### src/rtl/wb_regfile.sv
// Writeback select, integer register file (x0 hardwired to zero) and commit counter.
// Define WB_BYPASS_EN to forward the committing value to matching read ports in the same cycle.
module wb_regfile #(
  parameter int unsigned XLEN  = 64,
  parameter int unsigned PC_W  = 32,
  parameter int unsigned NREG  = 32,
  parameter int unsigned CNT_W = 32
) (
  input  logic             clk_i,
  input  logic             rst_i,
  input  logic [PC_W-1:0]  pc_next4_i,
  input  logic [XLEN-1:0]  mem_data_i,
  input  logic [XLEN-1:0]  ex_res_i,
  input  logic [4:0]       rd_i,
  input  logic             regwrite_i,
  input  logic             memtoreg_i,
  input  logic             jump_i,
  input  logic [4:0]       rs1_i,
  input  logic [4:0]       rs2_i,
  output logic [XLEN-1:0]  rs1_data_o,
  output logic [XLEN-1:0]  rs2_data_o,
  output logic [XLEN-1:0]  wb_data_o,
  output logic             wb_we_o,
  output logic [CNT_W-1:0] commit_cnt_o
);

  logic [XLEN-1:0]  regs_q [NREG];
  logic [XLEN-1:0]  regs_d [NREG];
  logic [CNT_W-1:0] commit_cnt_q;
  logic [CNT_W-1:0] commit_cnt_d;

  always_comb begin
    if (jump_i) begin
      wb_data_o = XLEN'(pc_next4_i);
    end else if (memtoreg_i) begin
      wb_data_o = mem_data_i;
    end else begin
      wb_data_o = ex_res_i;
    end
  end

  assign wb_we_o = regwrite_i & (rd_i != '0) & ~rst_i;

  always_comb begin
    regs_d = regs_q;
    regs_d[0] = '0;
    for (int unsigned i = 1; i < NREG; i++) begin
      if (wb_we_o && (rd_i == i[4:0])) begin
        regs_d[i] = wb_data_o;
      end
    end
    commit_cnt_d = commit_cnt_q + (wb_we_o ? CNT_W'(1) : CNT_W'(0));
  end

  always_ff @(posedge clk_i) begin
    if (rst_i) begin
      for (int unsigned i = 0; i < NREG; i++) begin
        regs_q[i] <= '0;
      end
      commit_cnt_q <= '0;
    end else begin
      regs_q       <= regs_d;
      commit_cnt_q <= commit_cnt_d;
    end
  end

  assign commit_cnt_o = commit_cnt_q;

  // Reads see the pre-write array unless write-through forwarding is built in.
  always_comb begin
    rs1_data_o = '0;
    rs2_data_o = '0;
    if (rs1_i != '0) begin
      rs1_data_o = regs_q[rs1_i];
    end
    if (rs2_i != '0) begin
      rs2_data_o = regs_q[rs2_i];
    end
`ifdef WB_BYPASS_EN
    if (wb_we_o && (rs1_i == rd_i)) begin
      rs1_data_o = wb_data_o;
    end
    if (wb_we_o && (rs2_i == rd_i)) begin
      rs2_data_o = wb_data_o;
    end
`endif
  end

endmodule
### config.mk
export PLATFORM = sky130hd
export DESIGN_NAME = wb_regfile
export DESIGN_NICKNAME = d
export VERILOG_FILES = /design/src/rtl/wb_regfile.sv
export SDC_FILE = /design/constraint.sdc
export NUM_CORES = 2
export LEC_CHECK = 0
export ABC_AREA = 0
export BUFFER_PORTS_ARGS = -buffer_cell sky130_fd_sc_hd__buf_2
export CORE_MARGIN = 2
export CORE_UTILIZATION = 44
export DETAILED_ROUTE_END_ITERATION = 8
export GPL_TIMING_DRIVEN = 0
export PLACE_DENSITY = 0.62
export SYNTH_ARGS = -nofsm -noshare
export SYNTH_HDL_FRONTEND = slang
export SYNTH_SLANG_ARGS = --single-unit
### constraint.sdc
create_clock -name clk_i -period 3.3 [get_ports clk_i]
set_input_delay 0.66 -clock clk_i [delete_from_list [all_inputs] [get_ports clk_i]]
set_output_delay 0.66 -clock clk_i [all_outputs]
set_load 0.02 [all_outputs]
# Word-level counts from Yosys, hierarchy flattened
# Cells that the tools add are included.
[totals]
reg_bits = 2080
latchBits = 0
mem_bits_rw = 0
rom_bits = 0
inputBits = 180
output_inout_bits = 225
mem_count = 0
[op_classes]
n_addsub = 1
mul = 0
n_div = 0
n_lt_le_gt_ge = 2
n_eq_ne = 31
shift = 0
n_mux = 11
bitwise_logic = 5
n_reduce_logical = 34
[op_table]
columns = ["op", "count"]
rows = [
  ["64-bit binary-select mux with 5-bit select", 2],
  ["64-bit 2-to-1 mux", 8],
  ["5-bit equality test (second input constant)", 16],
  ["5-bit by 4-bit equality test with 1-bit output (second input constant)", 8],
  ["32-bit by 1-bit adder with 32-bit output", 1],
  ["1-bit logical AND", 31],
  ["5-bit by 3-bit equality test with 1-bit output (second input constant)", 4],
  ["5-bit nonzero test", 3],
  ["6-bit >= comparator (second input constant)", 2],
  ["5-bit NOT with 6-bit output", 2],
  ["5-bit by 2-bit equality test with 1-bit output (second input constant)", 2],
  ["5-bit by 1-bit equality test with 1-bit output (second input constant)", 1],
  ["1-bit AND", 2],
  ["1-bit 2-to-1 mux", 1],
  ["1-bit NOT", 1],
]

# Logic depth before layout (Yosys ltp)
[depth]
ltp_word = 5
mapped_depth = 11

# Worst setup path before layout
# No wires, ideal clock.
[synth_timing]
path_type = "input to output"
startpoint = "in rs2_i[0]"
endpoint = "out rs2_data_o[22]"
t_arrival_ns = 2.404
path_slack_ns = 0.236
path_stages = 9
path_cell_list = "buf_4 buf_6 buf_6 buf_6 buf_4 a221oi_1 o31ai_1 a21oi_1 a221oi_1"
[synth_between]
elab_chain_len = 5
word_cells_on_any_way = 6
classes_between = "mux: 4; bitwise: 1; reduce/logical: 1"
[synth_rtl]
columns = ["item", "line_no", "source"]
rows = [
  ["start, declared", "19", "input logic [4:0] rs2_i,"],
  ["5-bit NOT with 6-bit output (implied by the code)", "77", "rs2_data_o = regs_q[rs2_i];"],
  ["64-bit binary-select mux with 5-bit select", "77", ""],
  ["64-bit 2-to-1 mux (implied by the code) (2 in a row)", "77", ""],
  ["64-bit 2-to-1 mux *", "76", "if (rs2_i != '0) begin"],
  ["end, declared", "21", "output logic [XLEN-1:0] rs2_data_o,"],
]
# Every way passes the cells marked *; elsewhere a longest branch is shown, timed or not. The select of a mux whose other input is x is not followed.

# Worst setup path after layout
[layout_timing]
startpoint = "reg regs_q[236] (netlist name)"
endpoint = "out rs1_data_o[44]"
[layout_between]
elab_chain_len = 4
[layout_rtl]
columns = ["item", "line_no", "source"]
rows = [
  ["start, declared", "27", "logic [XLEN-1:0] regs_q [NREG];"],
  ["start signal, assigned", "62", "regs_q <= regs_d;"],
  ["64-bit binary-select mux with 5-bit select", "74", "rs1_data_o = regs_q[rs1_i];"],
  ["64-bit 2-to-1 mux (implied by the code) (2 in a row)", "74", ""],
  ["64-bit 2-to-1 mux", "73", "if (rs1_i != '0) begin"],
  ["end, declared", "20", "output logic [XLEN-1:0] rs1_data_o,"],
]
# Every way passes these cells. The select of a mux whose other input is x is not followed.

==> impl_metrics.yaml <==
clock_tree:
  cts.path.max_buffers: 3
  insertion_delay_ns: 0.96
  cts_max_level: 4
  cts.sinks: 2016
  cts_tree: "yes"
  cts_hold_buf: 0
  clkTransAtPathRegs_ns: 0.06
  cts_made_buffers: 231
  cts-root-buf: "clkbuf_16"
outcome:
  violations: "capacitance limit, slew limit, setup timing"
  outcome: "complete, but fails checks"
place:
  place_congestion: 1.10
  dp_slack_ns: -3.18
  dp_hpwl_mm: 511
  numPortBuffers: 394
worst_setup_path:
  crit_required_ns: 2.64
  crit_start: "regs_q[236]"
  critPathKind: "flop to output pin"
  path_cells: "mux4_2 -> mux2_4 -> a221oi_4 -> a41oi_2 -> buf_4"
  arrival_ns: 3.30
  critPathLaunchType: "flop"
  cp_max_fo: 3
  cp_slowest_cell: "a221oi_4"
  end_kind: "output pin"
  crit_path_max_incr_delay_ns: 0.69
  r2r-start: "commit_cnt_o[2]"
synth:
  synth_cell_types: 51
  synthFlopType: "dfxtp_1"
  synth_xor_xnor_area_share_pct: 0.228
  synth_seq_cells: 2016
  yosysMostFrequentCell: "nor2_1"
  yosys-top-cells-count: "nor2_1, a21oi_1, dfxtp_1"
  yosysTopAreaCellShare_pct: 39.0
  yosys.area_share.simple_pct: 16.8
  yosysSeqAreaShare_pct: 39.0
  syn_area_um2: 104000
  synth_mux_area_share_pct: 24.6
  synth_top_family_by_area: "multiplexers"
  synth-edff-count: 0
  synth-async-reset-ratio_pct: 0
  synth_warnings: 0
  syn_inst: 11900
  synth_area_leaders: "dfxtp_1, mux4_2, nor2_1"
  synth_fa_ha_area_share_pct: 0.0242
  syn-mean-instance-area_um2: 8.72
  synth_fp_nets: 12100
  synth_compound_area_share_pct: 13.6
  yosysTopAreaCell: "dfxtp_1"
detailed_routing:
  drtPass1Iterations: 8
  num_vias: 114000
  drt-total-wl_mm: 707
  wl_per_cell_um: 43.3
  post-route-drc-count: 0
  drt_iter0_drc: 20700
  via_per_inst: 6.98
  ant_nets: 0
power_and_ir_drop:
  power.leakage_nw: 50.8
  seqPwrFrac_pct: 39.3
  pwr-share-clk_pct: 45.1
  p_sw_share_pct: 30.8
  p_per_area_nw_per_um2: 467
  p_sw_mw: 19.2
  p_int_mw: 43.1
  peakVddDrop_uv: 755
  comb_power_share_pct: 15.7
layout:
  layout-drive-gt1-share_pct: 28.9
  utilization_pct: 56.9
  fin_nets: 13100
  syn_to_final_growth_pct: 28.8
  multiInputGateArea_um2: 62900
  regArea_um2: 40700
  nFillCells: 20900
global_routing:
  overflow: 0
  grt_pass1_wl_mm: 913
  grt_usage_pct: 57.0
  grt_max_degree: 20
  antenna_found_initial: 75
  grt_pass1_vias: 103000
sta:
  rsz0062_at_grt: "true"
  finClkSkew_ns: 0.0324
  fmax_mhz: 253
  finalHoldViolCount: 0
  worstMarginPinSlew_ns: 1.70
  period_share_pct: 120
  relSlewSlack_pct: -13.2
  setup_slack_ns: -0.660
  maxSlewViolCount: 57
  finalCriticalPeriod_ns: 3.96
  setup_violations: 368
run:
  maxCapViolations: 5
worst_hold_path:
  hold_path.class: "input pin to flop"
  min-delay-start: "pc_next4_i[14]"
floorplanning:
  ioPinCount: 405
  die_area_um2: 239000
  die_h_um: 489
  placeableCoreArea_um2: 235000
  die_w_um: 489
  rows: 178
  start_util_pct: 44.2
-- per-stage QoR --
step                hold WS [ns]  setup TNS, ns  instances  power [mW]  instance area, µm²
floorplan                  0.465              0      11900        28.1              104000
global placement           0.476       -2130.97      15400        32.0              109000
detailed placement         0.493       -1469.99      15500        32.2              110000
CTS                        0.236         -20.75      16200        60.9              131000
global route               0.242         -26.94      16200        62.5              133000
finish                     0.219         -59.77      16300        62.4              133000
-- cell families (layout without fill, tap and decap cells) --
| group | count (synthesis) | count (layout) |
|---|---|---|
| AOI/OAI and AO/OA | 2539 | 2539 |
| xor gates and xnor gates | 27 | 27 |
| adders and majority gates | 2 | 2 |
| buffers and inverters | 1362 | 2568 |
| DFF | 2016 | 2016 |
| muxes | 1478 | 1478 |
| other | 0 | 78 |
| and+or+nand+nor | 4453 | 4453 |
-- critical path, delay by kind of cell (launching register included) --
family	cells	cell delay, ns
compound gates	2	0.88
buf+inv	1	0.30
flops	1	0.34
mux	2	0.82
-- area by class of cell --
| class | count | share of cell area, % |
|---|---|---|
| diodes | 78 | 0.146 |
| plain buffers | 1237 | 6.97 |
| clock buffers | 333 | 5.08 |
| clock inverters | 90 | 0.987 |
| inverters | 72 | 0.211 |
| multi-input cells | 8499 | 47.1 |
| flip-flops and latches | 2016 | 30.5 |
| well taps | 3150 | 2.95 |
| repair buffers | 836 | 6.07 |
-- power groups by stage --
| stage | logic, mW | clock network, mW | registers [mW] |
|---|---|---|---|
| after floorplan | 3.07 | 0 | 25.0 |
| after global placement | 6.99 | 0 | 25.0 |
| after detailed placement | 7.14 | 0 | 25.0 |
| after CTS | 8.73 | 27.7 | 24.5 |
| after global routing | 9.34 | 28.7 | 24.5 |
| final | 9.77 | 28.1 | 24.5 |
-- layer usage --
metal | GRT usage, % | share of wire [%] | up-vias
li1 | - | - | 43500
met1 | 66.0 | 34 | 55900
met2 | 75.1 | 38 | 11200
met3 | 30.8 | 17 | 3135
met4 | 49.9 | 11 | 36
met5 | 2.74 | 0.21 | -
-- cells in the final DEF, fill, tap and decap left out, drive strengths merged, types with 25 or more instances in the layout --
cell type,instances
a21oi,2073
a221oi,166
a22oi,26
a41oi,25
buf,1320
clkbuf,1081
clkinv,59
dfxtp,2016
diode,78
inv,75
mux2,261
mux2i,391
mux4,826
nand2,103
nand3,41
nor2,4065
nor2b,97
nor3,42
o21ai,38
o221ai,59
o22ai,48
o31ai,45
or2,34
-- timing repair --
| action | 4_1_cts | 5_1_grt |
|---|---|---|
| endpoints found under the setup margin | 433 | 159 |
| pin swaps | 176 | 123 |
| setup buffers | 281 | 98 |
| gates cloned | 20 | 4 |
| resized for setup | 2249 | 320 |
| endpoints found under the hold margin | 0 | 0 |
-- final timing paths --
path | to | depth (start not counted) | slack (ns)
worst max-delay path | rs1_data_o[44] | 5 | -0.66
worst min-delay path | regs_q[1934] | 5 | 0.22
worst max register to register | commit_cnt_o[23] | 6 | 1.12
worst min register to register | regs_q[1069] | 2 | 0.49
-- flip-flops by register name, summed over array words and instances, names as in the netlist --
| register | cells |
|---|---|
| commit_cnt_o | 32 |
| regs_q | 1984 |
(Power assumes the default switching activity.)
